===== src/rtl/rift_test_monitor_if.sv =====
// rift_test_monitor_if: event inputs and verdict outputs of the riscv-tests completion monitor
interface rift_test_monitor_if #(
  parameter int NHART = 1,
  parameter int DW = 64,
  parameter int AW = 64,
  parameter int TW = 32
);
  logic start;
  logic [TW-1:0] timeout_limit;
  logic [NHART-1:0] ecall_vld;
  logic [NHART*DW-1:0] gp_val;
  logic wr_vld;
  logic [AW-1:0] wr_addr;
  logic [DW-1:0] wr_data;
  logic busy;
  logic done;
  logic pass;
  logic fail;
  logic timeout;
  logic [DW-2:0] fail_code;
  logic [2:0] fail_hart;
  logic [NHART-1:0] hart_passed;
  logic [TW-1:0] cycle_cnt;
  modport master (
    output start, timeout_limit, ecall_vld, gp_val, wr_vld, wr_addr, wr_data,
    input busy, done, pass, fail, timeout, fail_code, fail_hart, hart_passed, cycle_cnt
  );
  modport slave (
    input start, timeout_limit, ecall_vld, gp_val, wr_vld, wr_addr, wr_data,
    output busy, done, pass, fail, timeout, fail_code, fail_hart, hart_passed, cycle_cnt
  );
endinterface


===== src/rtl/rift_test_monitor.sv =====
// rift_test_monitor: sticky PASS/FAIL/TIMEOUT verdict from per-hart ECALL gp values and tohost stores
module rift_test_monitor #(
  parameter int NHART = 1,
  parameter int DW = 64,
  parameter int AW = 64,
  parameter int TW = 32,
  parameter logic [63:0] TOHOST_ADDR = 64'h8000_1000
) (
  input logic CLK,
  input logic RSTn,
  rift_test_monitor_if.slave m
);
  typedef enum logic [2:0] {IDLE, RUN, PASS, FAIL, TIMEOUT} st_t;
  st_t st, nxt;
  logic [TW-1:0] lim;
  logic [NHART-1:0] pm;
  logic [DW-2:0] ecode;
  logic [2:0] ehart;
  logic [DW-1:0] g;
  logic ef, th, tf;
  always_comb begin
    ef = 1'b0;
    ecode = '0;
    ehart = '0;
    g = '0;
    pm = m.hart_passed;
    th = m.wr_vld && m.wr_addr == AW'(TOHOST_ADDR) && m.wr_data[0];
    tf = th && m.wr_data != DW'(1);
    // descending scan so the lowest failing hart is the one left standing
    for (int h = NHART - 1; h >= 0; h--) begin
      g = m.gp_val[h*DW +: DW];
      if (m.ecall_vld[h] && g == DW'(1)) pm[h] = 1'b1;
      if (m.ecall_vld[h] && g != DW'(1)) begin
        ef = 1'b1;
        ecode = g[DW-1:1];
        ehart = 3'(h);
      end
    end
    if (th && !tf) pm = '1;
    nxt = st;
    if (m.start) nxt = RUN;
    else if (st == RUN)
      nxt = (ef || tf) ? FAIL : (&pm) ? PASS :
            (lim != '0 && m.cycle_cnt + TW'(1) == lim) ? TIMEOUT : RUN;
  end
  always_ff @(posedge CLK or negedge RSTn) begin
    if (!RSTn) begin
      st <= IDLE;
      lim <= '0;
      m.busy <= 1'b0;
      m.done <= 1'b0;
      m.pass <= 1'b0;
      m.fail <= 1'b0;
      m.timeout <= 1'b0;
      m.fail_code <= '0;
      m.fail_hart <= '0;
      m.hart_passed <= '0;
      m.cycle_cnt <= '0;
    end else begin
      st <= nxt;
      m.busy <= nxt == RUN;
      m.done <= nxt inside {PASS, FAIL, TIMEOUT};
      m.pass <= nxt == PASS;
      m.fail <= nxt == FAIL;
      m.timeout <= nxt == TIMEOUT;
      if (m.start) begin
        lim <= m.timeout_limit;
        m.cycle_cnt <= '0;
        m.hart_passed <= '0;
        m.fail_code <= '0;
        m.fail_hart <= '0;
      end else if (st == RUN) begin
        m.cycle_cnt <= (&m.cycle_cnt) ? m.cycle_cnt : m.cycle_cnt + TW'(1);
        m.hart_passed <= pm;
        if (ef) begin
          m.fail_code <= ecode;
          m.fail_hart <= ehart;
        end else if (tf) begin
          m.fail_code <= m.wr_data[DW-1:1];
          m.fail_hart <= '0;
        end
      end
    end
  end
endmodule


===== src/flat_wrapper.sv =====
// flat-port wrapper written by rule: the top's interface ports become plain ports
module rift_test_monitor_flat 
#(
  parameter int NHART = 1,
  parameter int DW = 64,
  parameter int AW = 64,
  parameter int TW = 32,
  parameter logic [63:0] TOHOST_ADDR = 64'h8000_1000
)
  (CLK, RSTn, m_start, m_timeout_limit, m_ecall_vld, m_gp_val, m_wr_vld, m_wr_addr, m_wr_data, m_busy, m_done, m_pass, m_fail, m_timeout, m_fail_code, m_fail_hart, m_hart_passed, m_cycle_cnt);
  rift_test_monitor_if #(.NHART(NHART), .DW(DW), .AW(AW), .TW(TW)) m_i ();
  input logic CLK;
  input logic RSTn;
  input wire logic [$bits(m_i.start)-1:0] m_start;
  input wire logic [$bits(m_i.timeout_limit)-1:0] m_timeout_limit;
  input wire logic [$bits(m_i.ecall_vld)-1:0] m_ecall_vld;
  input wire logic [$bits(m_i.gp_val)-1:0] m_gp_val;
  input wire logic [$bits(m_i.wr_vld)-1:0] m_wr_vld;
  input wire logic [$bits(m_i.wr_addr)-1:0] m_wr_addr;
  input wire logic [$bits(m_i.wr_data)-1:0] m_wr_data;
  output wire logic [$bits(m_i.busy)-1:0] m_busy;
  output wire logic [$bits(m_i.done)-1:0] m_done;
  output wire logic [$bits(m_i.pass)-1:0] m_pass;
  output wire logic [$bits(m_i.fail)-1:0] m_fail;
  output wire logic [$bits(m_i.timeout)-1:0] m_timeout;
  output wire logic [$bits(m_i.fail_code)-1:0] m_fail_code;
  output wire logic [$bits(m_i.fail_hart)-1:0] m_fail_hart;
  output wire logic [$bits(m_i.hart_passed)-1:0] m_hart_passed;
  output wire logic [$bits(m_i.cycle_cnt)-1:0] m_cycle_cnt;
  assign m_i.start = m_start;
  assign m_i.timeout_limit = m_timeout_limit;
  assign m_i.ecall_vld = m_ecall_vld;
  assign m_i.gp_val = m_gp_val;
  assign m_i.wr_vld = m_wr_vld;
  assign m_i.wr_addr = m_wr_addr;
  assign m_i.wr_data = m_wr_data;
  assign m_busy = m_i.busy;
  assign m_done = m_i.done;
  assign m_pass = m_i.pass;
  assign m_fail = m_i.fail;
  assign m_timeout = m_i.timeout;
  assign m_fail_code = m_i.fail_code;
  assign m_fail_hart = m_i.fail_hart;
  assign m_hart_passed = m_i.hart_passed;
  assign m_cycle_cnt = m_i.cycle_cnt;
  rift_test_monitor #(.NHART(NHART), .DW(DW), .AW(AW), .TW(TW), .TOHOST_ADDR(TOHOST_ADDR)) u_core (.CLK(CLK), .RSTn(RSTn), .m(m_i));
endmodule

===== config.mk =====
export PLATFORM = sky130hd
export DESIGN_NAME = rift_test_monitor_flat
export DESIGN_NICKNAME = d
export VERILOG_FILES = /design/src/rtl/rift_test_monitor_if.sv /design/src/rtl/rift_test_monitor.sv /design/src/flat_wrapper.sv
export SDC_FILE = /design/constraint.sdc
export NUM_CORES = 1
export LEC_CHECK = 0
export CAP_MARGIN = 0
export CORE_MARGIN = 2
export CORE_UTILIZATION = 48
export DETAILED_ROUTE_END_ITERATION = 10
export GPL_TIMING_DRIVEN = 0
export PLACE_DENSITY = 0.95
export SKIP_CTS_REPAIR_TIMING = 1
export SYNTH_ARGS = -nofsm -noshare
export SYNTH_HDL_FRONTEND = slang
export SYNTH_SLANG_ARGS = --single-unit

===== constraint.sdc =====
create_clock -name CLK -period 7.1 [get_ports CLK]
set_clock_uncertainty 0.05 [all_clocks]
set_input_delay 2.13 -clock CLK [delete_from_list [all_inputs] [get_ports CLK]]
set_output_delay 2.13 -clock CLK [all_outputs]
set_load 0.1 [all_outputs]

==> results of run 1 <==
stage by stage:
stage / std cells / util, % / cell area [µm²] / hold slack (ns) / total power (W)
final: 1415 / 73.5 / 12500 / 0.438 / 0.00273
after global routing: 1414 / 73.5 / 12500 / 0.462 / 0.00280
after CTS: 1408 / 73.4 / 12500 / 0.443 / 0.00272
after detailed placement: 1376 / 69.7 / 11900 / 0.430 / 0.00176
after global placement: 1375 / 69.5 / 11900 / 0.423 / 0.00175
after floorplan: 822 / - / 8290 / 0.461 / 0.00142
power groups by stage:
| stage | Combinational, W | Sequential, W | Clock [W] |
|---|---|---|---|
| final | 0.000862 | 0.000900 | 0.000965 |
| after global routing | 0.000894 | 0.000906 | 0.00101 |
| after CTS | 0.000858 | 0.000897 | 0.000967 |
| after detailed placement | 0.000852 | 0.000908 | 0 |
| after global placement | 0.000843 | 0.000906 | 0 |
| after floorplan | 0.000193 | 0.00123 | 0 |
synthesized netlist by cell type (all sizes together), types with 3 or more instances:
cell type / n
dfrtp: 136
mux2: 94
nor2: 88
nor4: 68
mux2i: 64
o21ai: 40
nand4: 37
nand2: 35
buf: 30
clkbuf: 24
xnor2: 23
xor2: 23
a21oi: 16
nand3: 13
o31ai: 12
nor3: 10
and3: 8
nand2b: 8
nor2b: 8
a211oi: 7
and4: 7
a31oi: 6
inv: 6
nor4b: 6
a31o: 5
or3: 5
o41ai: 4
and2: 3
nor3b: 3
o21a: 3
registers in the layout, summed over array words and instances (netlist names):
name,cells
u_core.m.done,1
u_core.m.fail,1
u_core.m.pass,1
u_core.m.busy,1
u_core.m.fail_code,63
u_core.m.hart_passed,1
u_core.m.cycle_cnt,32
u_core.lim,32
u_core.m.timeout,1
u_core.st,3
cells by family (layout without fill, tap and decap cells):
kind of cell | count (synthesis) | after routing
simple gates | 303 | 303
buf+inv | 60 | 421
flops | 136 | 136
compound gates | 115 | 115
mux | 158 | 158
fa+ha+maj | 1 | 1
xor+xnor | 46 | 46
other cells | 1 | 10
cell type report:
class	instances	area, µm²	share of cell area (%)
Clock inverter	14	199	1.59
Antenna cell	7	17.5	0.140
Timing Repair Buffer	329	3310	26.4
Tap cell	225	282	2.25
Inverter	6	22.5	0.180
Buffer	54	244	1.95
Clock buffer	18	439	3.50
Multi-Input combinational cell	626	4620	36.8
Sequential cell	136	3400	27.1
routing by layer:
layer / routed length, µm / global-route usage [%] / up-vias
li1: - / - / 3796
met1: 12200 / 41.3 / 4134
met2: 16100 / 61.4 / 515
met3: 3020 / 10.1 / 116
met4: 1500 / 15.5 / 0
met5: 0 / 0 / -
worst max-delay path by stage:
stage | startpoint | endpoint | slack [ns] | cells past startpoint
floorplan | m_gp_val[11] | u_core.m.fail_code[10] | 2.79 | 9
global placement | RSTn | u_core.m.fail_code[26] | -1.67 | 1
detailed placement | m_wr_data[20] | u_core.m.fail_code[10] | 1.21 | 9
CTS | m_wr_data[20] | u_core.m.fail_code[11] | 1.66 | 9
global route | m_gp_val[24] | u_core.m.fail_code[59] | 1.51 | 10
finish | m_gp_val[12] | u_core.m.fail_code[34] | 1.69 | 10
==> impl_metrics.py, run 1 <==
metrics = {
    "route": {
        "ant_nets": 0,
        "route.vias.total": 8561,
        "vias_per_cell": 6.05,
        "wl_per_cell_um": 23.1,
        "remaining_drc_errors": 0,
        "drtIter0Drc": 693,
        "first_pass_iters": 7,
        "wl_um": 32700,
    },
    "yosys": {
        "yosys.area_share.simple_pct": 20.9,
        "synth.yosys.seq_area_share_pct": 41.1,
        "synth_compound_area_share_pct": 9.17,
        "synth_top_cell_area_share_pct": 41.1,
        "avgSynthCellArea_um2": 10.1,
        "async_flop_share_pct": 100,
        "yosysTopAreaCell": "dfrtp_1",
        "ys_types": 63,
        "syn-cell-area_um2": 8280,
        "synthTopCellsByArea": "dfrtp_1 (41%), mux2_1 (8.6%), mux2i_1 (7.7%), nor4_1 (4.6%), mux2_2 (4.2%)",
        "synth-adder-area-share_pct": 0.151,
        "synth_seq_cells": 136,
        "synthMuxAreaShare_pct": 20.5,
        "synthFlopType": "dfrtp_1",
        "synth_cells": 820,
        "yosysWarnings": 0,
        "synthXorXnorAreaFrac_pct": 4.87,
        "synth_edf_count": 0,
        "synth_top_family_by_area": "simple AND/OR/NAND/NOR gates",
    },
    "critical_path": {
        "rr_endpoint": "u_core.m.cycle_cnt[6]",
        "reg2reg_from": "u_core.m.cycle_cnt[0]",
        "arrival_ns": 5.66,
        "worstPathRequired_ns": 7.35,
        "critPathMaxFanout": 10,
        "path_cells": "clkdlybuf4s50_1 -> nor4_1 -> nand4_1 -> nor4_1 -> nor2b_1 -> buf_2 -> nand2b_1 -> a21oi_2 -> buf_2 -> mux2_1",
        "crit_buf_inv": 3,
        "cpPeakStageDelay_ns": 0.58,
        "rrSetupSlack_ns": 3.02,
        "worst_path_max_delay_cell": "nor4_1",
        "cp-end-kind": "register",
        "crit_path_start_kind": "primary input",
        "r2r_cells": 9,
        "worstSetupPathType": "primary input to register",
        "critPathTopFamily": "simple AND/OR/NAND/NOR gates",
    },
    "timing": {
        "hold_violations": 0,
        "fmax_ghz": 0.185,
        "maxSlewViolCount": 0,
        "worst_slew_pin_slew_ns": 1.09,
        "worst_slack_ns": 1.69,
        "slew_headroom_pct": 27.3,
        "fin_crit_sh_pct": 76.1,
        "setup_viol": 0,
        "fin_crit_ns": 5.41,
        "rsz0062_at_grt": "false",
        "tns_ns": 0,
    },
    "clocking": {
        "insertion_delay_ns": 0.42,
        "cts-root-buf": "clkbuf_16",
        "htreeDepth": 4,
        "clock_sinks": 136,
        "cts_tree": "done",
        "cts.clk_slew.worst_paths_ns": 0.06,
        "cts_inserted_buffers": 17,
        "cts_max_path_buffers": 2,
    },
    "pwr": {
        "p_per_area_nw_per_um2": 218,
        "p_sw_w": 0.000990,
        "p_int_w": 0.00174,
        "power_frac_clock_pct": 35.4,
        "p_comb_share_pct": 31.6,
        "p_leak_nw": 5.14,
        "power_frac_seq_pct": 33.0,
        "swShare_pct": 36.3,
        "irDropWorstVdd_uv": 214,
    },
    "min_path": {
        "hold_class": "register to register",
        "min-delay-start": "u_core.m.fail_code[50]",
        "min_to": "u_core.m.fail_code[50]",
        "hold_depth": 1,
    },
    "die": {
        "die_area_um2": 18300,
        "fp.dieH_um": 135,
        "core_area_um2": 17100,
        "io_pins": 333,
        "initial_core_util_pct": 48.5,
        "rows": 48,
        "die_width_um": 135,
    },
    "global_routing": {
        "grt_start_max_net_pins": 85,
        "grt-ovfl-total": 0,
        "grt_pass1_wl_um": 49100,
        "grt_usage_pct": 35.5,
        "grt_pass1_vias": 8650,
        "grt_antenna_before_repair": 6,
    },
    "placed_design": {
        "port_buffers": 328,
        "routabilityCongestion": 0.946,
        "place_ws_ns": 1.21,
        "place_hpwl_um": 25200,
    },
    "finish": {
        "area_growth_syn_to_layout_pct": 51.4,
        "nFillCells": 1249,
        "finalNetCount": 1400,
        "final_cell_mix": "clkdlybuf4s50_1 (327), dfrtp_1 (136), nor2_1 (88), mux2i_1 (64), mux2_1 (63)",
        "drive_gt1_share_pct": 8.71,
        "layout_commonest_cell": "clkdlybuf4s50_1",
    },
    "flow_run": {
        "maxCapViolCount": 0,
    },
    "run_status": {
        "status": "complete, no violations",
    },
}
No activity file was read; power rests on OpenSTA's default activity.
==> run 2, diff against run 1 <==
--- a/config.mk
+++ b/config.mk
@@ -7,10 +7,10 @@
 export LEC_CHECK = 0
 export CAP_MARGIN = 0
 export CORE_MARGIN = 2
-export CORE_UTILIZATION = 48
+export CORE_UTILIZATION = 40
 export DETAILED_ROUTE_END_ITERATION = 10
 export GPL_TIMING_DRIVEN = 0
-export PLACE_DENSITY = 0.95
+export PLACE_DENSITY = 0.87
 export SKIP_CTS_REPAIR_TIMING = 1
 export SYNTH_ARGS = -nofsm -noshare
 export SYNTH_HDL_FRONTEND = slang
==> constraint.sdc (replaced) <==
create_clock -name CLK -period 4.42 [get_ports CLK]
set_clock_uncertainty 0.05 [all_clocks]
set_input_delay 1.326 -clock CLK [delete_from_list [all_inputs] [get_ports CLK]]
set_output_delay 1.326 -clock CLK [all_outputs]
set_load 0.1 [all_outputs]
==> run 2 against run 1 <==
Net effect: global-route usage down 5.2 points; via count down 1.3%; final area up 0.42%; die area up 19%; critical endpoint is now u_core.m.fail_code[37].
==> impl_metrics.py, run 2 (same netlist as run 1, synthesis figures left out) <==
metrics = {
    "die": {
        "rows": 52,
        "die_width_um": 148,
        "core_area_um2": 20300,
        "die_area_um2": 21900,
        "fp.dieH_um": 148,
        "io_pins": 333,
        "initial_core_util_pct": 40.8,
    },
    "timing": {
        "fmax_ghz": 0.231,
        "slew_headroom_pct": 26.8,
        "hold_violations": 0,
        "holdWs_ns": 0.440,
        "worst_slew_pin_slew_ns": 1.09,
        "fin_crit_sh_pct": 97.9,
        "maxSlewViolCount": 0,
        "rsz0062_at_grt": "false",
        "fin_crit_ns": 4.33,
        "setup_viol": 0,
    },
    "min_path": {
        "hold_class": "register to register",
    },
    "clocking": {
        "cts-root-buf": "clkbuf_16",
        "clock_sinks": 136,
        "cts_inserted_buffers": 17,
        "cts_tree": "done",
        "htreeDepth": 4,
        "cts.clk_slew.worst_paths_ns": 0.06,
        "cts_max_path_buffers": 2,
        "insertion_delay_ns": 0.43,
    },
    "route": {
        "route.vias.total": 8447,
        "wl_per_cell_um": 22.9,
        "wl_um": 33400,
        "ant_nets": 0,
        "remaining_drc_errors": 0,
        "drtIter0Drc": 625,
        "first_pass_iters": 5,
        "vias_per_cell": 5.79,
    },
    "finish": {
        "final_cell_mix": "clkdlybuf4s50_1 (327), dfrtp_1 (136), nor2_1 (88), mux2i_1 (64), mux2_1 (63)",
        "top_register": "u_core.m.fail_code",
        "nFillCells": 1689,
        "largest_reg_flops": 63,
        "drive_gt1_share_pct": 8.88,
        "layout_commonest_cell": "clkdlybuf4s50_1",
        "area_growth_syn_to_layout_pct": 52.0,
        "largest_registers": "u_core.m.fail_code (63), u_core.lim (32), u_core.m.cycle_cnt (32)",
        "finalNetCount": 1400,
    },
    "pwr": {
        "p_leak_nw": 5.13,
        "fin_total_pwr_w": 0.00434,
        "p_per_area_nw_per_um2": 345,
        "irDropWorstVdd_uv": 283,
    },
    "global_routing": {
        "grt_pass1_wl_um": 50500,
        "grt_start_max_net_pins": 87,
        "grt_pass1_vias": 8683,
        "grt_usage_pct": 30.3,
        "grt-ovfl-total": 0,
        "grt_antenna_before_repair": 5,
    },
    "critical_path": {
        "worstPathRequired_ns": 4.67,
        "worstSetupPathType": "primary input to register",
        "crit_path_start_kind": "primary input",
        "cp-end-kind": "register",
        "critPathMaxFanout": 10,
        "arrival_ns": 4.57,
    },
    "run_status": {
        "status": "complete, no violations",
    },
    "placed_design": {
        "routabilityCongestion": 1.01,
        "port_buffers": 328,
        "place_hpwl_um": 26300,
    },
    "flow_run": {
        "maxCapViolCount": 0,
    },
}
## run 2: cell types whose count changed in the layout (fill, tap and decap cells not counted), sizes merged
cell,change
clkinv,-2
diode,-2
inv,+2
bufinv,-1
clkbuf,+1
## run 2: power by group
group	total, W	internal [W]	leakage, nW	switching, W
Clock	0.00151	0.000922	0.296	0.000590
Sequential	0.00144	0.00135	1.74	0.0000938
Combinational	0.00139	0.000477	3.09	0.000912
## run 2: metrics by stage
step | setup TNS [ns] | worst slack, ns | std cells | utilization, % | instance area (µm²)
finish | 0 | 0.0945 | 1458 | 62.0 | 12600
CTS | -9.53 | -0.202 | 1453 | 61.9 | 12600
global placement | -520.34 | -3.59 | 1420 | 58.7 | 11900
global route | 0 | 0.00661 | 1458 | 62.0 | 12600
floorplan | 0 | 0.919 | 822 | - | 8290
detailed placement | -39.20 | -0.684 | 1421 | 58.8 | 11900
## run 2: path summary, 6_finish.rpt
kind | start | end | slack (ns) | cells past startpoint
setup / recovery | m_wr_data[21] | u_core.m.fail_code[37] | 0.09 | 9
hold / removal | u_core.m.fail_code[28] | u_core.m.fail_code[28] | 0.44 | 1
setup reg to reg | u_core.m.cycle_cnt[0] | u_core.m.cycle_cnt[26] | 0.21 | 9
hold reg to reg | u_core.m.fail_code[28] | u_core.m.fail_code[28] | 0.44 | 1
max in group asynchronous | RSTn | u_core.m.cycle_cnt[6] | 2.70 | 2
min in group asynchronous | RSTn | u_core.m.fail_code[51] | 0.77 | 1
## run 2: layout make-up
class	count	area, µm²	area share (%)
clock buffer	19	453	3.60
tap	270	338	2.68
multi-input combinational	626	4640	36.8
inverter	6	22.5	0.179
buffer	54	244	1.94
antenna	5	12.5	0.0994
clock inverter	13	166	1.32
sequential	136	3400	27.0
timing repair buffer	329	3310	26.3
## run 2: worst max-delay path, cell delays in order
cell	delay, ns
clkdlybuf4s50_1	0.45
nor4_2	0.57
nand4_1	0.33
or4_1	0.61
nand3_1	0.11
nand2b_1	0.11
a21oi_4	0.33
buf_2	0.32
mux2_1	0.40
## run 2: routing by layer
layer  wire (µm)  GRT usage [%]
met2       16700           51.7
met5           0              0
met4        1440           14.1
met3        2690           8.06
met1       12600           35.9
